--- src/rtl/fetch_pkg.sv ---
// Shared types and helpers for the instruction fetch controller.
package fetch_pkg;

  localparam int unsigned WordBytes = 4;

  typedef enum logic [0:0] {
    StRun,
    StFault
  } state_e;

  typedef struct packed {
    logic [31:0] data;
    logic [31:0] pc;
  } entry_t;

  // A fetch address is usable only if word aligned and the whole word lies inside memory.
  function automatic logic addr_ok(input logic [31:0] addr, input int unsigned mem_bytes);
    return (addr[1:0] == 2'b00) && (addr <= 32'(mem_bytes - WordBytes));
  endfunction

endpackage

--- src/rtl/fetch_buf.sv ---
// Two-entry instruction buffer between the memory response and decode.
module fetch_buf
  import fetch_pkg::*;
(
  input  logic       clk,
  input  logic       rst_n,
  input  logic       flush,
  input  logic       push,
  input  entry_t     push_entry,
  input  logic       pop,
  output entry_t     head,
  output logic       full,
  output logic       empty,
  output logic [1:0] count
);

  entry_t     mem_q [2];
  logic       wr_ptr_q;
  logic       rd_ptr_q;
  logic [1:0] count_q;
  logic       do_push;
  logic       do_pop;

  assign empty   = (count_q == 2'd0);
  assign full    = (count_q == 2'd2);
  assign count   = count_q;
  assign head    = mem_q[rd_ptr_q];
  assign do_pop  = pop && !empty;
  // A full buffer still accepts a push when the head leaves in the same cycle.
  assign do_push = push && (!full || do_pop);

  always_ff @(posedge clk) begin
    if (!rst_n) begin
      mem_q[0] <= '0;
      mem_q[1] <= '0;
      wr_ptr_q <= 1'b0;
      rd_ptr_q <= 1'b0;
      count_q  <= 2'd0;
    end else if (flush) begin
      wr_ptr_q <= 1'b0;
      rd_ptr_q <= 1'b0;
      count_q  <= 2'd0;
    end else begin
      if (do_push) begin
        mem_q[wr_ptr_q] <= push_entry;
        wr_ptr_q        <= ~wr_ptr_q;
      end
      if (do_pop) begin
        rd_ptr_q <= ~rd_ptr_q;
      end
      count_q <= count_q + {1'b0, do_push} - {1'b0, do_pop};
    end
  end

endmodule

--- src/rtl/fetch_ctrl.sv ---
// Instruction fetch controller: issues sequential fetches, buffers responses, handles
// redirects and address faults.
module fetch_ctrl
  import fetch_pkg::*;
#(
  parameter logic [31:0] RESET_PC   = 32'h0,
  parameter int unsigned IMEM_BYTES = 128
) (
  input  logic        clk,
  input  logic        rst_n,
  output logic [31:0] imem_addr,
  input  logic [31:0] imem_data,
  input  logic        redirect_valid,
  input  logic [31:0] redirect_pc,
  input  logic        halt,
  output logic        inst_valid,
  input  logic        inst_ready,
  output logic [31:0] inst_data,
  output logic [31:0] inst_pc,
  output logic        fault
);

  state_e      state_q, state_d;
  logic [31:0] pc_q, pc_d;
  logic        inflight_valid_q, inflight_valid_d;
  logic [31:0] inflight_pc_q, inflight_pc_d;

  logic        pc_ok;
  logic        issue;
  logic        pop;
  logic        push;
  logic [2:0]  pending;
  entry_t      head;
  entry_t      push_entry;
  logic        buf_full;
  logic        buf_empty;
  logic [1:0]  buf_count;

  assign imem_addr  = pc_q;
  assign pc_ok      = addr_ok(pc_q, IMEM_BYTES);
  assign inst_valid = !buf_empty;
  assign inst_data  = buf_empty ? 32'h0 : head.data;
  assign inst_pc    = buf_empty ? 32'h0 : head.pc;
  assign fault      = (state_q == StFault);
  assign pop        = inst_valid && inst_ready;
  assign push       = inflight_valid_q && (!buf_full || pop);
  assign push_entry = '{data: imem_data, pc: inflight_pc_q};

  // Occupancy counts the entry leaving this cycle, so a ready decode sees one word per cycle.
  assign pending = {1'b0, buf_count} + {2'b00, inflight_valid_q} - {2'b00, pop};

  assign issue = (state_q == StRun) && !halt && !redirect_valid && pc_ok && (pending < 3'd2);

  always_comb begin
    state_d          = state_q;
    pc_d             = pc_q;
    inflight_valid_d = inflight_valid_q;
    inflight_pc_d    = inflight_pc_q;
    if (redirect_valid) begin
      pc_d             = redirect_pc;
      inflight_valid_d = 1'b0;
      state_d          = addr_ok(redirect_pc, IMEM_BYTES) ? StRun : StFault;
    end else begin
      inflight_valid_d = issue;
      if (issue) begin
        inflight_pc_d = pc_q;
        pc_d          = pc_q + 32'(WordBytes);
      end
      if ((state_q == StRun) && !pc_ok) begin
        state_d = StFault;
      end
    end
  end

  always_ff @(posedge clk) begin
    if (!rst_n) begin
      state_q          <= StRun;
      pc_q             <= RESET_PC;
      inflight_valid_q <= 1'b0;
      inflight_pc_q    <= 32'h0;
    end else begin
      state_q          <= state_d;
      pc_q             <= pc_d;
      inflight_valid_q <= inflight_valid_d;
      inflight_pc_q    <= inflight_pc_d;
    end
  end

  fetch_buf u_buf (
    .clk        (clk),
    .rst_n      (rst_n),
    .flush      (redirect_valid),
    .push       (push),
    .push_entry (push_entry),
    .pop        (pop),
    .head       (head),
    .full       (buf_full),
    .empty      (buf_empty),
    .count      (buf_count)
  );

endmodule

--- config.mk ---
export PLATFORM = sky130hd
export DESIGN_NAME = fetch_ctrl
export DESIGN_NICKNAME = d
export VERILOG_FILES = /design/src/rtl/fetch_pkg.sv /design/src/rtl/fetch_buf.sv /design/src/rtl/fetch_ctrl.sv
export SDC_FILE = /design/constraint.sdc
export NUM_CORES = 1
export LEC_CHECK = 0
export BUFFER_PORTS_ARGS = -buffer_cell sky130_fd_sc_hd__clkbuf_2
export CORE_MARGIN = 2
export CORE_UTILIZATION = 35
export CTS_BUF_LIST = sky130_fd_sc_hd__clkbuf_16
export DETAILED_ROUTE_END_ITERATION = 10
export PLACE_DENSITY = 0.67
export SLEW_MARGIN = 20
export SYNTH_ARGS = -nofsm -noshare
export SYNTH_HDL_FRONTEND = slang
export SYNTH_SLANG_ARGS = --single-unit
--- constraint.sdc ---
create_clock -name clk -period 8.5 [get_ports clk]
set_input_delay 0.425 -clock clk [delete_from_list [all_inputs] [get_ports clk]]
set_output_delay 0.425 -clock clk [all_outputs]
set_load 0.005 [all_outputs]
==> results.json <==
{
  "outcome": "finished, final reports clean",
  "avgSynthCellArea_sq_um": 12.3,
  "hold_violations": 0,
  "path_clk_slew_ns": 0.08,
  "clockBufferDepth": 2,
  "cts_setup_buffers": 0,
  "yosys.area.top_type_share_pct": 45.8,
  "drc": 0,
  "met3_usage_pct": 3.97,
  "area_growth_pct": 20.5,
  "cts_tree": "done",
  "hold_class": "in -> reg",
  "clockRootBuffer": "clkbuf_16",
  "holdPathEnd": "imem_addr[12]",
  "busiest_layer": "met2",
  "hold_depth": 3,
  "tightest_slew_ns": 0.982,
  "clk_latency_ns": 0.43,
  "num_vias": 5477,
  "ctsHoldBuffers": 0,
  "hp-start": "redirect_pc[12]",
  "hpwl_microns": 11000,
  "rsz0062_at_grt": "false",
  "use_met2_pct": 22.7,
  "p_leak_nw": 3.94,
  "dr.pass1.iters": 4,
  "core_region_area_sq_um": 23500,
  "syn_inst": 684,
  "place_ws_ns": 5.04,
  "yosys-top-cells-area": "edfxtp_1 (46%), dfxtp_1 (17%), and2_1 (12%)",
  "crit_path_end_kind": "flop",
  "syn_nets": 758,
  "ys.warnings.count": 0,
  "nets": 905,
  "critPathLaunchType": "flop",
  "cts_max_level": 4,
  "die_w_microns": 159,
  "r2r_end": "imem_addr[2]",
  "syn_area_sq_um": 8400,
  "power.total_mw": 1.98,
  "first_global_vias": 5529,
  "met1_usage_pct": 18.5,
  "yosysTopAreaCell": "edfxtp_1",
  "min_period_ns": 3.03,
  "die-height_microns": 159,
  "gp_congestion": 0.740,
  "vias_per_cell": 4.71,
  "async_reset_ff_share_pct": 0,
  "fmax_mhz": 331,
  "setup_viol": 0,
  "crit_required_ns": 8.84,
  "synth-seq-cells": 199,
  "slew_headroom_pct": 34.6,
  "ys_seq_area_share_pct": 62.7,
  "cts_buffers": 17,
  "rows": 56,
  "die-area_sq_um": 25200,
  "irDropWorstVdd_v": 0.000126,
  "io_pins": 167,
  "cts_resized": 0,
  "antenna_found_initial": 0,
  "r2r-start": "u_buf.count[1]",
  "synth_cell_types": 46,
  "setup_ws_ns": 5.47,
  "io_buffers": 166,
  "antenna_cells": 0,
  "fin_skew_ns": 0.0257,
  "grt_pass1_wl_microns": 28400,
  "drv_cap": 0,
  "start_util_pct": 35.7,
  "critPathArrivalTime_ns": 3.36,
  "r2r_cells": 9,
  "track_usage_pct": 14.2,
  "ant_nets": 0,
  "rrSetupSlack_ns": 5.47,
  "drt-wirelength-per-cell_microns": 15.2,
  "critPathMaxFanout": 15,
  "ys.flop_type": "edfxtp_1",
  "drive_above_1_share_pct": 25.6,
  "grt_start_max_net_pins": 66,
  "grt_overflow": 0,
  "first_iter_violations": 342,
  "tns_ns": 0,
  "synth_edf_count": 128,
  "routed_wl_microns": 17700,
  "finalMaxSlewViolations": 0,
  "path_class": "reg -> reg",
  "cts_sinks": 199,
  "powerDensity_nw_per_um2": 195,
  "period_share_pct": 35.6
}
## area by class of cell
class,count,area (sq um)
fill,2276,13400
sequential,199,5270
multi-input combinational,434,2940
timing repair buffer,172,880
clock buffer,17,425
tap,319,399
clock inverter,15,178
inverter,7,26.3
## power breakdown
part           switching [mW]  internal [mW]  total (mW)
sequential             0.0156           1.06        1.07
combinational          0.0552         0.0366      0.0919
clock                   0.387          0.423       0.810
total                   0.458           1.52        1.98
## cells in the mapped netlist (all sizes together), types with 4 or more instances
library cell	n
a21oi	5
a31oi	4
and2	156
buf	16
clkbuf	28
dfxtp	71
edfxtp	128
ha	4
inv	5
mux2i	90
nand3	6
nand4	9
nor2	99
nor4	17
o31ai	6
xnor2	4
## metrics by stage
stage / std cells / area [sq um] / utilization, % / hold WS (ns)
global route: 1163 / 10100 / 43.0 / 0.236
CTS: 1163 / 10100 / 42.9 / 0.225
floorplan: 684 / 8400 / - / 0.435
detailed placement: 1131 / 9510 / 40.4 / 0.450
finish: 1163 / 10100 / 43.0 / 0.240
global placement: 1131 / 9510 / 40.4 / 0.448
## worst max-delay path by stage
stage | from | endpoint | slack, ns | depth (start not counted)
6_report | u_buf.count[1] | imem_addr[2] | 5.47 | 9
5_1_grt | u_buf.count[1] | imem_addr[2] | 5.29 | 9
4_1_cts | u_buf.count[1] | u_buf.mem_q[1][55] | 5.41 | 4
3_5_place_dp | redirect_valid | u_buf.mem_q[1][52] | 5.04 | 5
3_3_place_gp | redirect_valid | u_buf.mem_q[1][49] | 5.09 | 5
2_1_floorplan | redirect_valid | u_buf.mem_q[0][0] | 5.19 | 6
## worst max-delay path: stages, from the launching register on
cell and delay [ns]:
dfxtp_1 0.36, nor2_4 0.12, inv_1 0.05, and2_1 0.17, ha_1 0.29, nor2b_1 0.15
fa_1 0.46, or3_1 0.59, or4_1 0.47, a311oi_1 0.27
## registers in the layout, indices dropped and copies added (netlist names), named ones only
register / flops
u_buf.count: 2
u_buf.wr_ptr_q: 1
inflight_valid_q: 1
u_buf.mem_q: 128
inflight_pc_q: 32
u_buf.rd_ptr_q: 1
imem_addr: 32
fault: 1
## layer usage
metal,wire length (microns),part of all wire (%),vias to the layer above
met5,0,0,-
met4,194,1.1,0
met1,8350,47,2608
met3,1120,6.3,11
met2,8070,46,172
li1,-,-,2686
## cells by family (layout without fill, tap and decap cells)
group	count (synthesis)	after routing	synth area share [%]
adder cells (fa/ha/maj)	5	5	0.835
AO/OA/AOI/OAI	25	25	2.15
multiplexers	90	90	10.7
flip-flops	199	199	62.7
AND/OR/NAND/NOR	310	310	20.4
XOR/XNOR	4	4	0.417
buffers and inverters	51	211	2.74
## layout by cell type, fill, tap and decap left out, types with 3 or more instances in the layout
| cell type | count |
|---|---|
| a21oi_1 | 5 |
| nand4_1 | 8 |
| buf_4 | 5 |
| clkinv_8 | 3 |
| inv_1 | 4 |
| a31oi_1 | 3 |
| and2_1 | 156 |
| nand3_1 | 6 |
| ha_1 | 4 |
| xnor2_1 | 4 |
| clkbuf_16 | 17 |
| inv_6 | 5 |
| nor4_1 | 15 |
| o31ai_1 | 6 |
| clkbuf_2 | 166 |
| edfxtp_1 | 128 |
| dfxtp_1 | 70 |
| nor2_1 | 98 |
| clkinv_1 | 3 |
| mux2i_1 | 90 |
(Power assumes the default switching activity.)
